[config.mk]
export PLATFORM = sky130hd
export DESIGN_NAME = ifu_flat
export DESIGN_NICKNAME = d
export VERILOG_FILES = /design/src/rtl/ifu_pkg.sv /design/src/rtl/ifu_if.sv /design/src/rtl/ifu_npc.sv /design/src/rtl/ifu.sv /design/src/flat_wrapper.sv
export SDC_FILE = /design/constraint.sdc
export NUM_CORES = 1
export LEC_CHECK = 0
export ABC_CLOCK_PERIOD_IN_PS = 3000
export CAP_MARGIN = 25
export CORE_ASPECT_RATIO = 0.5
export CORE_MARGIN = 4
export CORE_UTILIZATION = 40
export CTS_BUF_LIST = sky130_fd_sc_hd__clkbuf_2
export DETAILED_ROUTE_END_ITERATION = 16
export PLACE_DENSITY = 0.76
export SLEW_MARGIN = 20
export SYNTH_ARGS = -nofsm -noshare
export SYNTH_HDL_FRONTEND = slang
export SYNTH_SLANG_ARGS = --single-unit
[constraint.sdc]
create_clock -name clk -period 3 [get_ports clk]
set_input_delay 0.9 -clock clk [delete_from_list [all_inputs] [get_ports clk]]
set_output_delay 0.9 -clock clk [all_outputs]
set_load 0.005 [all_outputs]
[src/rtl/ifu_pkg.sv]
`default_nettype none
`timescale 1ns/1ps
// ============================================================================
// Module      : ifu_pkg
// Description : Shared encodings for the instruction fetch unit.
// Revision    : 1.0 - initial release
// ============================================================================
package ifu_pkg;

    // Decoder PC mux select values
    localparam logic [1:0] PC_MUX_SEL_NEWPC  = 2'b00;
    localparam logic [1:0] PC_MUX_SEL_BRANCH = 2'b01;

    localparam logic [31:0] RESET_PC_DEFAULT = 32'h0000_3000;

    typedef enum logic [1:0] {
        JUMP_NONE = 2'd0,
        JUMP_J    = 2'd1,
        JUMP_JR   = 2'd2,
        JUMP_RSVD = 2'd3
    } jump_e;

    typedef enum logic [1:0] {
        NPC_BRANCH = 2'd0,
        NPC_J      = 2'd1,
        NPC_JR     = 2'd2
    } npc_sel_e;

    // Sign-extended word offset of a branch immediate, in bytes
    function automatic logic [31:0] branch_offset(input logic [15:0] imm);
        return {{14{imm[15]}}, imm, 2'b00};
    endfunction

endpackage
`default_nettype wire

[src/rtl/ifu_if.sv]
`default_nettype none
`timescale 1ns/1ps
// ============================================================================
// Module      : ifu_if
// Description : Fetch-side bundle between the IFU, instruction memory and decode.
// Revision    : 1.0 - initial release
// ============================================================================
interface ifu_if;
    logic        stall;
    logic [1:0]  pc_sel;
    logic [1:0]  is_jump;
    logic        branch_cond;
    logic [31:0] jr_target;
    logic [31:0] imem_addr;
    logic        imem_en;
    logic [31:0] imem_rdata;
    logic [31:0] instr;
    logic [31:0] pc;
    logic [31:0] pc_plus4;
    logic        instr_valid;
    logic        fetch_err;

    modport master (
        input  stall, pc_sel, is_jump, branch_cond, jr_target, imem_rdata,
        output imem_addr, imem_en, instr, pc, pc_plus4, instr_valid, fetch_err
    );

    modport slave (
        output stall, pc_sel, is_jump, branch_cond, jr_target, imem_rdata,
        input  imem_addr, imem_en, instr, pc, pc_plus4, instr_valid, fetch_err
    );
endinterface
`default_nettype wire

[src/rtl/ifu_npc.sv]
`default_nettype none
`timescale 1ns/1ps
// ============================================================================
// Module      : ifu_npc
// Description : Combinational next-PC target select for branch, j and jr.
// Revision    : 1.0 - initial release
// ============================================================================
module ifu_npc
    import ifu_pkg::*;
(
    input  wire logic [31:0] i_pc_plus4,
    input  wire logic [25:0] i_instr_idx,
    input  wire logic [31:0] i_jr_target,
    input  wire npc_sel_e    i_sel,
    output logic [31:0]      o_target,
    output logic             o_misalign
);

    logic [31:0] w_raw;

    always_comb begin
        w_raw = i_pc_plus4 + branch_offset(i_instr_idx[15:0]);
        case (i_sel)
            NPC_J:   w_raw = {i_pc_plus4[31:28], i_instr_idx, 2'b00};
            NPC_JR:  w_raw = i_jr_target;
            default: w_raw = i_pc_plus4 + branch_offset(i_instr_idx[15:0]);
        endcase
    end

    // Only jr can produce a misaligned target; the low bits are dropped on load
    assign o_target   = {w_raw[31:2], 2'b00};
    assign o_misalign = |w_raw[1:0];

endmodule
`default_nettype wire

[src/rtl/ifu.sv]
`default_nettype none
`timescale 1ns/1ps
// ============================================================================
// Module      : ifu
// Description : Instruction fetch unit: PC, sync-read imem drive, redirects.
// Revision    : 1.0 - initial release
// ============================================================================
module ifu
    import ifu_pkg::*;
#(
    parameter logic [31:0] RESET_PC = RESET_PC_DEFAULT
) (
    input  wire logic clk,
    input  wire logic rst,
    ifu_if.master     bus
);

    logic [31:0] r_pc_f;
    logic [31:0] r_pc_d;
    logic        r_valid_d;
    logic        r_err;

    logic [31:0] w_pc_plus4;
    jump_e       w_jump;
    logic        w_is_j;
    logic        w_is_jr;
    logic        w_br_taken;
    logic        w_redir;
    npc_sel_e    w_sel;
    logic [31:0] w_target;
    logic        w_misalign;

    assign w_pc_plus4 = r_pc_d + 32'd4;
    assign w_jump     = jump_e'(bus.is_jump);
    assign w_is_j     = (w_jump == JUMP_J);
    assign w_is_jr    = (w_jump == JUMP_JR);
    assign w_br_taken = (bus.pc_sel == PC_MUX_SEL_BRANCH) && bus.branch_cond;

    // Decode inputs are meaningless during a bubble, hence the valid_d gate
    assign w_redir = r_valid_d && !bus.stall && (w_is_j || w_is_jr || w_br_taken);

    assign w_sel = w_is_jr ? NPC_JR : (w_is_j ? NPC_J : NPC_BRANCH);

    ifu_npc u_npc (
        .i_pc_plus4  (w_pc_plus4),
        .i_instr_idx (bus.imem_rdata[25:0]),
        .i_jr_target (bus.jr_target),
        .i_sel       (w_sel),
        .o_target    (w_target),
        .o_misalign  (w_misalign)
    );

    always_ff @(posedge clk) begin
        if (rst) begin
            r_pc_f    <= RESET_PC;
            r_pc_d    <= RESET_PC;
            r_valid_d <= 1'b0;
            r_err     <= 1'b0;
        end else if (!bus.stall) begin
            r_pc_d <= r_pc_f;
            if (w_redir) begin
                // The fetch already in flight is the squashed slot
                r_valid_d <= 1'b0;
                r_pc_f    <= w_target;
                r_err     <= r_err | w_misalign;
            end else begin
                r_valid_d <= 1'b1;
                r_pc_f    <= r_pc_f + 32'd4;
            end
        end
    end

    assign bus.imem_addr   = r_pc_f;
    assign bus.imem_en     = rst | !bus.stall;
    assign bus.instr       = bus.imem_rdata;
    assign bus.pc          = r_pc_d;
    assign bus.pc_plus4    = w_pc_plus4;
    assign bus.instr_valid = r_valid_d;
    assign bus.fetch_err   = r_err;

endmodule
`default_nettype wire

[src/flat_wrapper.sv]
// flat-port wrapper written by rule: the top's interface ports become plain ports
module ifu_flat import ifu_pkg::*;
#(
    parameter logic [31:0] RESET_PC = RESET_PC_DEFAULT
)
  (clk, rst, bus_stall, bus_pc_sel, bus_is_jump, bus_branch_cond, bus_jr_target, bus_imem_rdata, bus_imem_addr, bus_imem_en, bus_instr, bus_pc, bus_pc_plus4, bus_instr_valid, bus_fetch_err);
  ifu_if bus_i ();
  input  wire logic clk;
  input  wire logic rst;
  input wire logic [$bits(bus_i.stall)-1:0] bus_stall;
  input wire logic [$bits(bus_i.pc_sel)-1:0] bus_pc_sel;
  input wire logic [$bits(bus_i.is_jump)-1:0] bus_is_jump;
  input wire logic [$bits(bus_i.branch_cond)-1:0] bus_branch_cond;
  input wire logic [$bits(bus_i.jr_target)-1:0] bus_jr_target;
  input wire logic [$bits(bus_i.imem_rdata)-1:0] bus_imem_rdata;
  output wire logic [$bits(bus_i.imem_addr)-1:0] bus_imem_addr;
  output wire logic [$bits(bus_i.imem_en)-1:0] bus_imem_en;
  output wire logic [$bits(bus_i.instr)-1:0] bus_instr;
  output wire logic [$bits(bus_i.pc)-1:0] bus_pc;
  output wire logic [$bits(bus_i.pc_plus4)-1:0] bus_pc_plus4;
  output wire logic [$bits(bus_i.instr_valid)-1:0] bus_instr_valid;
  output wire logic [$bits(bus_i.fetch_err)-1:0] bus_fetch_err;
  assign bus_i.stall = bus_stall;
  assign bus_i.pc_sel = bus_pc_sel;
  assign bus_i.is_jump = bus_is_jump;
  assign bus_i.branch_cond = bus_branch_cond;
  assign bus_i.jr_target = bus_jr_target;
  assign bus_i.imem_rdata = bus_imem_rdata;
  assign bus_imem_addr = bus_i.imem_addr;
  assign bus_imem_en = bus_i.imem_en;
  assign bus_instr = bus_i.instr;
  assign bus_pc = bus_i.pc;
  assign bus_pc_plus4 = bus_i.pc_plus4;
  assign bus_instr_valid = bus_i.instr_valid;
  assign bus_fetch_err = bus_i.fetch_err;
  ifu #(.RESET_PC(RESET_PC)) u_core (.clk(clk), .rst(rst), .bus(bus_i));
endmodule
== Word level (Yosys, flattened, before mapping) ==
Index checks and enable logic that the tools add are counted.

* Equal/unequal tests: 5
* Reductions and logical operators: 8
* Bitwise operators: 3
* Add/subtract/negate cells: 3
* Muxes and demuxes: 5

{| class="wikitable"
|+ Operators with widths
! cell !! count
|-
| adder 32 x 3 -> 32 bit, second input constant || 2
|-
| case mux 32 bit (2 select lines) || 1
|-
| adder 32 bit || 1
|-
| 2-to-1 mux 32 bit || 1
|-
| equality test 2 x 1 -> 1 bit, second input constant || 3
|-
| equality test 2 bit, second input constant || 2
|-
| logical AND 1 bit || 3
|-
| logical OR 1 bit || 2
|-
| 2-to-1 mux 1 bit || 2
|-
| 2-to-1 mux 2 bit || 1
|-
| OR 1 bit || 2
|-
| AND reduction 2 bit || 1
|-
| OR reduction 2 bit || 1
|-
| zero test 1 bit || 1
|-
| inverter 1 bit || 1
|}

* Bits in registers: 66
* Output and inout bits: 131

== Longest topological paths before layout ==
* Depth in word-level cells: 7
* Depth in mapped cells: 17
* Mapped depth without buffers: 17

== By module ==
Synthesis repeated with hierarchy kept, for this count alone.

* Cells, all modules: 858
* Area, all modules: 6495.0 um^2

{| class="wikitable"
|+ By module, submodules not included
! module !! area each (um^2) !! cells an instance !! times used !! seq. area each (um^2)
|-
| ifu || 4185.3 || 517 || 1 || 1321.3
|-
| ifu_npc || 2309.7 || 341 || 1 || 0.0
|}

== Worst setup path before layout ==
Ideal clock, no wire load.

* Path kind: flip-flop to flip-flop
* Start: register u_core.r_pc_d[10] (netlist: u_core.bus.pc[10])
* End: register u_core.r_pc_f[30] (netlist: u_core.bus.imem_addr[30])
* Arrival: 3344 ps
* Stages on the path, launching flop included: 17
* Required time: 2880 ps
* Library setup time: 120 ps
* Path slack: -464 ps
* Cells stage by stage: dfxtp_1 -> and4_1 -> nand3_1 -> or2_2 -> inv_1 -> nand3_1 -> xnor2_1 -> ha_1 -> a21oi_1 -> nand2_1 -> a21oi_1 -> o21ai_0 -> a222oi_1 -> a21oi_1 -> a311oi_1 -> or4b_1 -> nand3_1

* Cells in the longest elaborated chain, start to end: 4

{| class="wikitable"
|+ Ends and longest elaborated chain
! element !! line !! source
|-
| start, declared || ifu.sv:19 || <nowiki>logic [31:0] r_pc_d;</nowiki>
|-
| start signal, assigned || ifu.sv:60 || <nowiki>r_pc_d <= r_pc_f;</nowiki>
|-
| adder 32 x 3 -> 32 bit || ifu.sv:33 || <nowiki>assign w_pc_plus4 = r_pc_d + 32'd4;</nowiki>
|-
| net bus_pc_plus4[18] || flat_wrapper.sv:20 || <nowiki>output wire logic [$bits(bus_i.pc_plus4)-1:0] bus_pc_plus4;</nowiki>
|-
| adder 32 bit || - ||
|-
| case mux 32 bit (2 select lines) || ifu_npc.sv:23 || <nowiki>case (i_sel)</nowiki>
|-
| 2-to-1 mux 32 bit || ifu.sv:61 || <nowiki>if (w_redir) begin</nowiki>
|-
| end signal, assigned || ifu.sv:64 || <nowiki>r_pc_f <= w_target;</nowiki>
|-
| end signal, assigned || ifu.sv:68 || <nowiki>r_pc_f <= r_pc_f + 32'd4;</nowiki>
|-
| end, declared || ifu.sv:18 || <nowiki>logic [31:0] r_pc_f;</nowiki>
|}

The timed path passes the listed nets, and every way through them passes these cells.
A chain may end at the register's enable or synchronous reset.

== Worst setup path in the final report ==
* Start: register u_core.r_pc_d[2] (netlist: u_core.bus.pc[2])
* End: register u_core.r_pc_f[30] (netlist: u_core.bus.imem_addr[30])

* Cells in the longest elaborated chain, start to end: 4

{| class="wikitable"
|+ Ends and longest elaborated chain
! element !! line
|-
| adder 32 x 3 -> 32 bit * || ifu.sv:33
|-
| adder 32 bit || -
|-
| case mux 32 bit (2 select lines) * || ifu_npc.sv:23
|-
| 2-to-1 mux 32 bit * || ifu.sv:61
|}

Mark *: on every way between the ends. The rest lies on a longest branch, timed or not.

==> run_results.csv <==
group,metric,value,unit
sta,pins_over_their_slew_limit,0,
worst_setup_path,worst-r2r-setup-slack,-0.53,ns
clock_network,clkLatencyLatePin,0.56,ns
clock_network,tritoncts,"built",
clock_network,cts_max_path_buffers,2,
routing,dr_total_vias,7683,
synth,synth.yosys.seq_area_share,22.3,%
worst_hold_path,min_from,"u_core.bus.fetch_err",
sta,relative_slew_margins,49.9,%
clock_network,htree_levels,3,
synth,postSynthCellCount,734,
sta,min_period_over_period,118,%
sta,slack_of_the_critical_path,-0.534,ns
power_and_ir_drop,vdd_drop_max,0.218,mV
place,post-place-ws,-0.896,ns
worst_hold_path,timing.hold.worst_endpoint,"u_core.bus.fetch_err",
synth,netlist_area,0.00558,mm2
die,die_area,0.0160,mm2
global_routing,grt_start_max_net_pins,65,
global_routing,globalRouteOverflowTotal,0,
synth,synth_enable_flop_cells,0,
power_and_ir_drop,p_leak,4.45,nW
synth,ys.warnings.count,0,
die,coreArea,0.0136,mm2
job,max_cap_viol_count,0,
clock_network,cts.sink_count,62,
routing,number_of_search_and_repair_iterations_in_the_first_detailed_routing_pass,7,
global_routing,global_route.usage.total,29.8,%
cells_and_area,proportion_of_layout_cells_with_a_drive_suffix_above_1,40.3,%
worst_setup_path,r2r-start,"u_core.bus.pc[2]",
die,floorplan.initialDensity,41.0,%
clock_network,cts_root_buffer,"clkbuf_2",
place,port_buffers,184,
die,floorplan.io_pins,203,
global_routing,number_of_antenna_violations_at_the_first_check_in_global_routing,0,
synth,synth_flop_cell,"dfxtp_1",
cells_and_area,fillers,910,
routing,detail_route.iter0.violations,746,
global_routing,first_global_vias,7535,
routing,detail_route.wl_per_cell,20.8,um
die,fp.dieW,175,um
routing,drcViolationCount,0,
sta,timing.fmax,0.283,GHz
place,hpwl_detailed,17500,um
sta,final_hold_vios,0,
synth,synth.distinct_cells,59,
worst_setup_path,worst_ep_required_time,3.47,ns
place,gp_routability_congestion,0.943,
global_routing,grt_pass1_wl,38700,um
routing,final_antenna_net_count,0,
worst_setup_path,reg2reg_to,"u_core.bus.imem_addr[30]",
die,die_height,91.5,um
cells_and_area,multiInputGateArea,0.00496,mm2
worst_hold_path,hp-class,"flip-flop to flip-flop",
status,status,"finished with violations",
status,violations,"setup timing",
sta,worstMarginPinSlew,0.751,ns
worst_setup_path,timing_worst_setup_path_type,"flip-flop to flip-flop",
worst_setup_path,setup.worst_path.start_class,"flip-flop",
worst_setup_path,crit_arrival,4.00,ns
place,placement.cell_area,0.00881,mm2
synth,synth_area_per_cell,7.60,um2
sta,fin_skew,0.0354,ns
worst_setup_path,cp_max_fo,4,
sta,final_total_negative_setup_slack,-9.99,ns
sta,clock_period_minus_final_worst_setup_slack,3.53,ns
worst_setup_path,worstSetupEndpointType,"flip-flop",
die,floorplan.rows,30,
clock_network,cts_hold_repair.buffers,0,
cells_and_area,nets_final,1212,
routing,totalWireLength,27100,um
sta,finalHoldWorstSlack,0.496,ns
routing,via_per_inst,5.90,
sta,setup-violations-final,39,
clock_network,clkTransAtPathRegs,0.20,ns
power_and_ir_drop,pwr_density_cell,240,mW/mm2
cells_and_area,synthToLayoutAreaGrowth,86.8,%
sta,rsz_0062_raised_after_global_routing,"yes",
cells_and_area,area.sequential,0.00127,mm2
worst_setup_path,worstRegToRegCells,15,
worst_hold_path,timing.hold.worst_path_depth,2,
clock_network,numCtsBuffers,9,
cells_and_area,final_instance_area,0.0104,mm2
synth,synth-async-reset-ratio,0,%
synth,ys_ff_latch,62,
report_power, final:
group	leakage [nW]	switching, mW	internal [mW]
clock	0.0644	0.353	0.186
combinational	3.87	0.499	0.549
sequential	0.511	0.0524	0.857
total	4.45	0.904	1.59
kinds of logic (layout without fill, tap and decap cells):
kind of cell             Yosys count  after routing  share of synthesized area [%]
buffers and inverters             90            460                           8.61
XOR/XNOR                          62             62                           9.87
adder cells (fa/ha/maj)           36             36                           8.21
flip-flops                        62             62                           22.3
AO/OA/AOI/OAI                    195            195                           23.1
AND/OR/NAND/NOR                  260            260                           22.9
multiplexers                      28             28                           5.02
other                              1              7                         0.0672
final cells by class:
| type | instances | share of cell area, % |
|---|---|---|
| tap | 192 | 2.31 |
| sequential | 62 | 12.2 |
| clock buffer | 10 | 0.480 |
| timing repair buffer | 426 | 36.2 |
| clock inverter | 6 | 0.516 |
| multi-input combinational | 587 | 47.6 |
| inverter | 18 | 0.673 |
| antenna | 1 | 0.0240 |
cells in the final DEF (no fill, tap or decap), types with 7 or more instances in the layout:
cell             count
a211oi_1            10
a21o_1              11
a21oi_1             47
a21oi_2             14
a221o_1              8
a221oi_1            18
a31oi_1              7
buf_2                9
buf_4              211
buf_6               37
clkbuf_2            15
clkdlybuf4s50_1    152
dfxtp_1             47
dfxtp_2              9
ha_1                16
ha_4                18
inv_1               15
mux2i_1             28
nand2_1             46
nand2_2             11
nand3_1             20
nand3_2              8
nand3_4              7
nand4_1             16
nor2_1              75
nor2_4               9
nor3_1              12
o21ai_0             17
o21ai_1              7
xnor2_1             16
xnor2_2             12
xnor2_4              7
xor2_1              15
xor2_2              12
worst max-delay path by stage:
| stage | to | cells past startpoint | slack, ns | startpoint |
|---|---|---|---|---|
| 2_1_floorplan | u_core.bus.imem_addr[30] | 12 | -0.07 | u_core.bus.pc[4] |
| 3_3_place_gp | u_core.bus.imem_addr[26] | 13 | -0.74 | bus_imem_rdata[0] |
| 3_5_place_dp | u_core.bus.imem_addr[30] | 12 | -0.90 | bus_imem_rdata[0] |
| 4_1_cts | bus_pc_plus4[27] | 7 | -0.42 | u_core.bus.pc[8] |
| 5_1_grt | u_core.bus.imem_addr[27] | 20 | -0.62 | u_core.bus.pc[10] |
| 6_report | u_core.bus.imem_addr[30] | 15 | -0.53 | u_core.bus.pc[2] |
per-stage QoR:
step                      utilization, %  instances  total power [mW]
after floorplan                        -        739              1.32
after global placement              64.9       1223              1.76
after detailed placement            64.9       1223              1.78
after CTS                           73.0       1284              2.38
after global routing                76.7       1301              2.58
final                               76.7       1302              2.50
worst max-delay path, stage by stage, from the launching register on:
cell and delay, ns:
dfxtp_4 0.42, nand3_4 0.09, or3_4 0.47, nor2_4 0.21, nand4_1 0.21, xnor2_2 0.21
buf_4 0.15, ha_4 0.19, buf_6 0.12, a21oi_4 0.16, o21ai_2 0.09, a222oi_1 0.45
a21oi_2 0.15, a311oi_2 0.32, or4b_1 0.17, nand3_1 0.06
what timing repair did:
item	CTS	global route
setup buffers	51	22
pin swaps	106	59
endpoints found under the hold margin	0	0
setup endpoints to repair	46	45
resized for setup	209	89
cell usage after synthesis, types with 2 or more instances:
master,instances,area (um2)
a41oi_1,3,26.3
a21oi_1,65,325
nand2_1,60,225
or3_1,2,12.5
a21o_1,11,82.6
nand3_2,3,30.0
clkbuf_1,27,101
and2_1,6,37.5
o21a_1,5,37.5
o22ai_1,3,18.8
nor4_1,2,12.5
and4_1,7,61.3
a221oi_1,19,166
a211o_1,4,35.0
a311oi_1,3,26.3
nand3_1,32,160
a222oi_1,5,50.1
a211oi_1,12,90.1
o21ai_0,26,130
nor3_1,18,90.1
o21bai_1,2,15.0
or2_2,3,18.8
xnor2_1,34,298
ha_1,35,438
nand4_1,16,100
a22oi_1,3,22.5
nor2_1,85,319
o211ai_1,3,22.5
buf_1,7,26.3
o21ai_1,7,35.0
nand2b_1,5,31.3
and3_1,7,43.8
a31oi_1,8,50.1
nor2b_1,6,37.5
dfxtp_1,62,1240
buf_4,38,285
inv_1,18,67.6
mux2i_1,28,280
xor2_1,27,236
a221o_1,8,80.1
routing by layer:
metal  up-vias  GRT usage, %  share of wire (%)  wire length (um)
li1       3381             -                  -                 -
met1      3628          35.8                 38             10200
met2       515          51.0                 48             12900
met3       159          7.03                9.1              2470
met4         0          13.5                5.6              1510
met5         -             0                  0                 0
sequential cells by signal, indices dropped and copies added, names as in the netlist:
| signal | flops |
|---|---|
| u_core.bus.fetch_err | 1 |
| u_core.bus.imem_addr | 30 |
| u_core.bus.instr_valid | 1 |
| u_core.bus.pc | 30 |
(Power assumes the default switching activity.)
